### src/rtl/systolic_skew_feeder.sv
// Edge feeder for the systolic PE array: takes one N-lane column per beat and
// drives the array edge with lane i delayed i cycles, then flushes and flags frame end.
module systolic_skew_feeder #(
  parameter int N  = 4,
  parameter int DW = 16
) (
  input  logic            clk,
  input  logic            rst,
  input  logic            in_valid,
  output logic            in_ready,
  input  logic [N*DW-1:0] in_data,
  input  logic            in_last,
  output logic [N*DW-1:0] out_data,
  output logic [N-1:0]    out_valid,
  output logic            busy,
  output logic            frame_done
);

  localparam int CW = $clog2(N);

  typedef enum logic [1:0] {
    IDLE   = 2'd0,
    STREAM = 2'd1,
    FLUSH  = 2'd2
  } state_t;

  state_t          state_r;
  state_t          state_nx_s;
  logic [CW-1:0]   cnt_r;
  logic [CW-1:0]   cnt_nx_s;
  logic            frame_done_r;
  logic            frame_done_nx_s;
  logic            accept_s;

  assign in_ready   = (state_r != FLUSH);
  assign busy       = (state_r != IDLE);
  assign frame_done = frame_done_r;
  assign accept_s   = in_valid && in_ready;

  // Control state, flush counter and frame_done pulse register.
  always_ff @(posedge clk) begin
    if (!rst) begin
      state_r      <= IDLE;
      cnt_r        <= {CW{1'b0}};
      frame_done_r <= 1'b0;
    end else begin
      state_r      <= state_nx_s;
      cnt_r        <= cnt_nx_s;
      frame_done_r <= frame_done_nx_s;
    end
  end

  // Next-state logic; the flush count is sized so done lands as lane N-1 shows the last element.
  always_comb begin
    state_nx_s      = state_r;
    cnt_nx_s        = cnt_r;
    frame_done_nx_s = 1'b0;
    case (state_r)
      IDLE, STREAM: begin
        if (accept_s && in_last) begin
          state_nx_s = FLUSH;
          cnt_nx_s   = CW'(N - 1);
        end else if (accept_s) begin
          state_nx_s = STREAM;
        end else begin
          state_nx_s = state_r;
        end
      end
      FLUSH: begin
        if (cnt_r == CW'(1)) begin
          state_nx_s      = IDLE;
          cnt_nx_s        = {CW{1'b0}};
          frame_done_nx_s = 1'b1;
        end else begin
          cnt_nx_s = cnt_r - CW'(1);
        end
      end
      default: begin
        state_nx_s = IDLE;
        cnt_nx_s   = {CW{1'b0}};
      end
    endcase
  end

  for (genvar i = 0; i < N; i++) begin : g_lane
    // Stage 0 is this lane's slice of the common input register; stages 1..i form the skew.
    logic [DW-1:0] d_r [i+1];
    logic [i:0]    v_r;

    // Free-running delay line; idle cycles shift in zero bubbles to keep lanes aligned.
    always_ff @(posedge clk) begin
      if (!rst) begin
        for (int k = 0; k <= i; k++) begin
          d_r[k] <= {DW{1'b0}};
        end
        v_r <= {(i+1){1'b0}};
      end else begin
        d_r[0] <= accept_s ? in_data[i*DW +: DW] : {DW{1'b0}};
        v_r[0] <= accept_s;
        for (int k = 1; k <= i; k++) begin
          d_r[k] <= d_r[k-1];
          v_r[k] <= v_r[k-1];
        end
      end
    end

    assign out_data[i*DW +: DW] = d_r[i];
    assign out_valid[i]         = v_r[i];
  end

endmodule
### config.mk
export PLATFORM = sky130hd
export DESIGN_NAME = systolic_skew_feeder
export DESIGN_NICKNAME = d
export VERILOG_FILES = /design/src/rtl/systolic_skew_feeder.sv
export SDC_FILE = /design/constraint.sdc
export NUM_CORES = 1
export LEC_CHECK = 0
export ABC_AREA = 1
export CAP_MARGIN = 5
export CORE_ASPECT_RATIO = 0.8
export CORE_UTILIZATION = 40
export DETAILED_ROUTE_END_ITERATION = 10
export PLACE_DENSITY = 0.64
export RECOVER_POWER = 50
export SLEW_MARGIN = 10
export SYNTH_ARGS = -nofsm -noshare
export SYNTH_HDL_FRONTEND = slang
export SYNTH_SLANG_ARGS = --single-unit
### constraint.sdc
create_clock -name clk -period 1.8 [get_ports clk]
set_input_delay 0.36 -clock clk [delete_from_list [all_inputs] [get_ports clk]]
set_output_delay 0.36 -clock clk [all_outputs]
set_load 0.02 [all_outputs]
Word-level counts from Yosys, hierarchy flattened
Memory sizes are Yosys's and may differ from the RTL's.
Index checks and enable logic that the tools add are counted.
Widths: inputs -> output; s select.
{"block": "op_classes", "add_sub_neg": 1, "n_eq_ne": 7, "n_mux": 25, "bitwise_logic": 9, "n_reduce_logical": 8}
{"op": "$mux 16", "count": 14}
{"op": "$reduce_or 16->1", "count": 1}
{"op": "$mux 2", "count": 5}
{"op": "$or 1x1->1", "count": 9}
{"op": "$pmux 2 s2", "count": 2}
{"op": "$ne 2x2->1 const B", "count": 3}
{"op": "$eq 2x1->1 const B", "count": 2}
{"op": "$mux 1", "count": 4}
{"op": "$reduce_and 2->1", "count": 2}
{"op": "$ne 3x3->1 const B", "count": 1}
{"op": "$eq 2x2->1 const B", "count": 1}
{"op": "$logic_and 1x1->1", "count": 2}
{"op": "$logic_not 2->1", "count": 1}
{"op": "$reduce_bool 2->1", "count": 1}
{"op": "$reduce_or 2->1", "count": 1}
{"op": "$sub 2x1->2 const B", "count": 1}
{"block": "word_totals", "reg_bits": 15, "mem_bits_rw": 160, "inputBits": 68, "output_inout_bits": 71, "memories": 4}
{"memory": "g_lane[3].d_r", "words": 4, "width": 16, "read_ports": 4, "rd_ports_with_merged_regs": 0, "write_ports": 4, "line": "87", "text": "logic [DW-1:0] d_r [i+1];"}
{"memory": "g_lane[2].d_r", "words": 3, "width": 16, "read_ports": 3, "rd_ports_with_merged_regs": 0, "write_ports": 3, "line": "87"}
{"memory": "g_lane[1].d_r", "words": 2, "width": 16, "read_ports": 2, "rd_ports_with_merged_regs": 0, "write_ports": 2, "line": "87"}
{"memory": "g_lane[0].d_r", "words": 1, "width": 16, "read_ports": 1, "rd_ports_with_merged_regs": 0, "write_ports": 1, "line": "87"}

Logic depth before layout (Yosys ltp)
{"block": "logic_depth", "word_depth": 5, "ltp_mapped": 6, "ltp_nobuf": 6}

Least setup slack after synthesis
No wires, ideal clock.
{"block": "synth_path", "path_kind": "register -> register", "from": "register state_r[1]", "to": "memory g_lane[0].d_r[0][0]", "setup_ns": 0.112, "t_arrival_ns": 0.940, "setup_slack_ns": 0.748, "stages_incl_launch_ff": 6, "path_buffers": 2, "period_less_slack_ns": 1.052, "cell_sequence": "dfxtp_1 > nand2_4 > nand3_4 > buf_12 > buf_12 > nor2_4"}
{"block": "synth_between", "elab_chain_cells": 4}
{"item": "start, declared", "line": "27", "text": "state_t state_r;"}
{"item": "start signal, assigned", "line": "47", "text": "state_r <= state_nx_s;"}
{"item": "$ne 2x2->1", "line": "35", "text": "assign in_ready = (state_r != FLUSH);"}
{"item": "via in_ready", "line": "10", "text": "output logic in_ready,"}
{"item": "$logic_and 1x1->1", "line": "38", "text": "assign accept_s = in_valid && in_ready;"}
{"item": "$mux 16", "line": "98", "text": "d_r[0] <= accept_s ? in_data[i*DW +: DW] : {DW{1'b0}};"}
{"item": "$mux 16 (no source line)"}
{"item": "end, declared", "line": "87"}
The timed path passes the listed nets, and every way through them passes these cells.

==> results.py <==
metrics = {
    "sta": {
        "fmax_ghz": 0.5816,
        "fin_setup_tns_ns": 0,
        "setup_viol": 0,
        "period_needed_ns": 1.719,
        "timing.final.max_slew_violations": 0,
        "rsz0062_at_grt": "no",
        "post-route-period-util_pct": 95.51,
        "slew_headroom_pct": 30.62,
        "hold_violations": 0,
        "skew_ns": 0.007747,
        "tightest_slew_ns": 1.041,
    },
    "synthesis": {
        "yosys.area.top_type_share_pct": 60.81,
        "synth_area_leaders": "dfxtp_1 (61%), inv_1 (11%), nor2_4 (9.9%)",
        "synth_cell_types": 17,
        "syn-num-nets": 644,
        "syn-cell-area_mm2": 0.005564,
        "yosys.area.top_type": "dfxtp_1",
        "syn_inst": 575,
        "synth-seq-cells": 169,
        "ys_seq_area_share_pct": 60.81,
        "synth_warnings": 0,
        "synth_area_per_cell_um2": 9.677,
    },
    "setup_path": {
        "cp_top_family": "buffers and inverters",
        "path_class": "reg -> out",
        "path_cells": "clkdlybuf4s50_1",
        "slowest_stage": "clkdlybuf4s50_1",
        "cp_data_arrival_time_ns": 1.36,
        "rr_worst_depth": 5,
        "reg2reg_to": "g_lane[3].d_r[0][14]",
        "worstPathMaxFanout": 2,
        "worst_setup_path_start_kind": "flop",
        "crit_path_end_kind": "output pin",
        "timing.critical_path.required_ns": 1.44,
        "worstReg2RegStart": "state_r[0]",
        "critPathLaunch": "g_lane[3].v_r[2]",
        "crit_cells": 1,
        "max_stage_delay_ns": 0.61,
        "cp-endpoint": "out_valid[2]",
        "rrSetupSlack_ns": 0.20,
        "critPathBufInv": 1,
    },
    "place": {
        "postPlaceCellArea_mm2": 0.006803,
        "dp.cells": 848,
        "place_congestion": 0.6845,
        "place_hpwl_um": 5830,
        "io_buffer_count": 138,
    },
    "global_route": {
        "grt_pass1_wl_um": 13730,
        "globalRouteOverflowTotal": 0,
        "grt_max_degree": 59,
        "grt_pass1_vias": 3081,
        "antenna_found_initial": 0,
        "track_usage_pct": 12.62,
    },
    "route": {
        "drt-wirelength-per-cell_um": 9.405,
        "final_antenna_net_count": 0,
        "via_per_inst": 3.734,
        "drc": 0,
        "firstDrtPassIters": 4,
        "routed_wl_um": 8276,
        "num_vias": 3286,
        "drt_iter0_markers": 197,
    },
    "job": {
        "max_cap_violations": 0,
    },
    "finish": {
        "area_growth_syn_to_layout_pct": 31.62,
        "n_antenna_cell": 0,
        "final-instance-count-excl-fill": 880,
        "drive_gt1_share_pct": 11.71,
        "finalInstanceArea_mm2": 0.007323,
        "fin_nets": 756,
        "fillerInstances": 1170,
    },
    "min_path": {
        "hold_depth": 2,
        "hold_path_class": "reg -> reg",
    },
    "pwr": {
        "p_leak_uw": 0.003819,
        "powerDensity_mw_per_mm2": 1110,
        "vdd_drop_max_mv": 0.6468,
    },
    "clocking": {
        "post-cts-setup-buffers": 0,
        "clockRootBuffer": "clkbuf_16",
        "path_clk_slew_ns": 0.06,
        "cts.path.max_buffers": 2,
        "clk_latency_ns": 0.42,
        "hold_buffers": 0,
        "tritoncts": "done",
        "clock-sinks": 169,
        "cts_buffers": 17,
        "htree_levels": 4,
    },
    "run_status": {
        "status": "finished, final reports clean",
    },
    "floorplan": {
        "row_count": 38,
        "die_area_mm2": 0.01439,
        "core_mm2": 0.01355,
        "start_util_pct": 41.06,
        "pin_count": 139,
        "die_y_um": 107.5,
        "fp.dieW_um": 133.9,
    },
}
## routing by layer
layer | GRT usage, % | part of all wire (%) | wire length [µm]
met3 | 6.827 | 8.9 | 737
met1 | 13.77 | 43 | 3540
met5 | 0 | 0 | 0
met4 | 6.331 | 2.1 | 174
met2 | 19.87 | 46 | 3823
## worst reg2reg max path: cells and delay by family (launching register included)
| family | cells | cell delay (ns) |
|---|---|---|
| flops | 1 | 0.33 |
| buf+inv | 2 | 0.68 |
| simple gates | 3 | 0.45 |
## synth_stat cells, drive strengths merged
cell type and number:
nor2 68, nand4 1, ha 1, inv 172, buf 51, dfxtp 169, a21oi 4, nand2 104
nor3 1, o211ai 1, nand3 3
## logic make-up after synthesis
family                   Yosys count  share of synthesized area [%]
AND/OR/NAND/NOR                  177                          19.05
flip-flops                       169                          60.80
adder cells (fa/ha/maj)            1                         0.2248
AO/OA/AOI/OAI                      5                         0.4948
buffers and inverters            223                          19.43
## layout make-up
class                      instances  area [µm²]  area share [%]
sequential                       169        3385           46.22
timing repair buffer             144        1421           19.41
multi-input combinational        183        1042           14.23
inverter                         172       645.6           8.816
clock buffer                      20       456.7           6.236
tap                              180       225.2           3.075
clock inverter                    12       147.6           2.016
## timing repair
item	CTS	global route
gates cloned	0	0
gates resized for setup	2	1
setup endpoints to repair	2	1
## registers in the layout (all words and copies together) (netlist names)
signal / flops
g_lane.v_r: 4
frame_done: 1
cnt_r: 2
state_r: 2
g_lane.d_r: 160
## report_power, final
group	internal [µW]	switching (µW)	leakage, µW
registers	3860	35.7	0.00138
logic	280	296	0.00215
clock network	2250	1400	0.000296
total	6390	1730	0.00382
## worst min path at each step
stage                            to  slack, ns                  from
2_1_floorplan  g_lane[1].d_r[0][16]       0.39   g_lane[1].d_r[0][0]
3_3_place_gp   g_lane[2].d_r[0][31]       0.39  g_lane[2].d_r[0][15]
3_5_place_dp   g_lane[2].d_r[0][40]       0.39  g_lane[2].d_r[0][24]
4_1_cts            g_lane[3].v_r[0]       0.28                   rst
5_1_grt         g_lane[3].d_r[3][4]       0.42   g_lane[3].d_r[2][4]
6_report       g_lane[2].d_r[0][16]       0.41   g_lane[2].d_r[0][0]
## per-stage QoR
stage                     total power [µW]  setup WS, ns  utilization (%)  hold slack (ns)
after floorplan                       4352        0.7476                -           0.3905
after global placement                4570        0.2473            50.20           0.3932
after detailed placement              4589        0.1848            50.20           0.3947
after CTS                             8248     0.0005633            54.64           0.2827
after global routing                  8479       0.03098            54.04           0.4228
final                                 8126       0.08073            54.04           0.4070
## cells in the final DEF (no fill, tap or decap), drive strengths merged, types with 2 or more instances in the layout
cell type,instances
inv,173
dlygate4sd2,2
clkinvlp,2
clkdlybuf4s50,135
clkbuf,25
nand3,3
buf,2
clkinv,6
bufinv,3
nor2,68
a21oi,4
nand2,104
dfxtp,169
(Power assumes the default switching activity.)
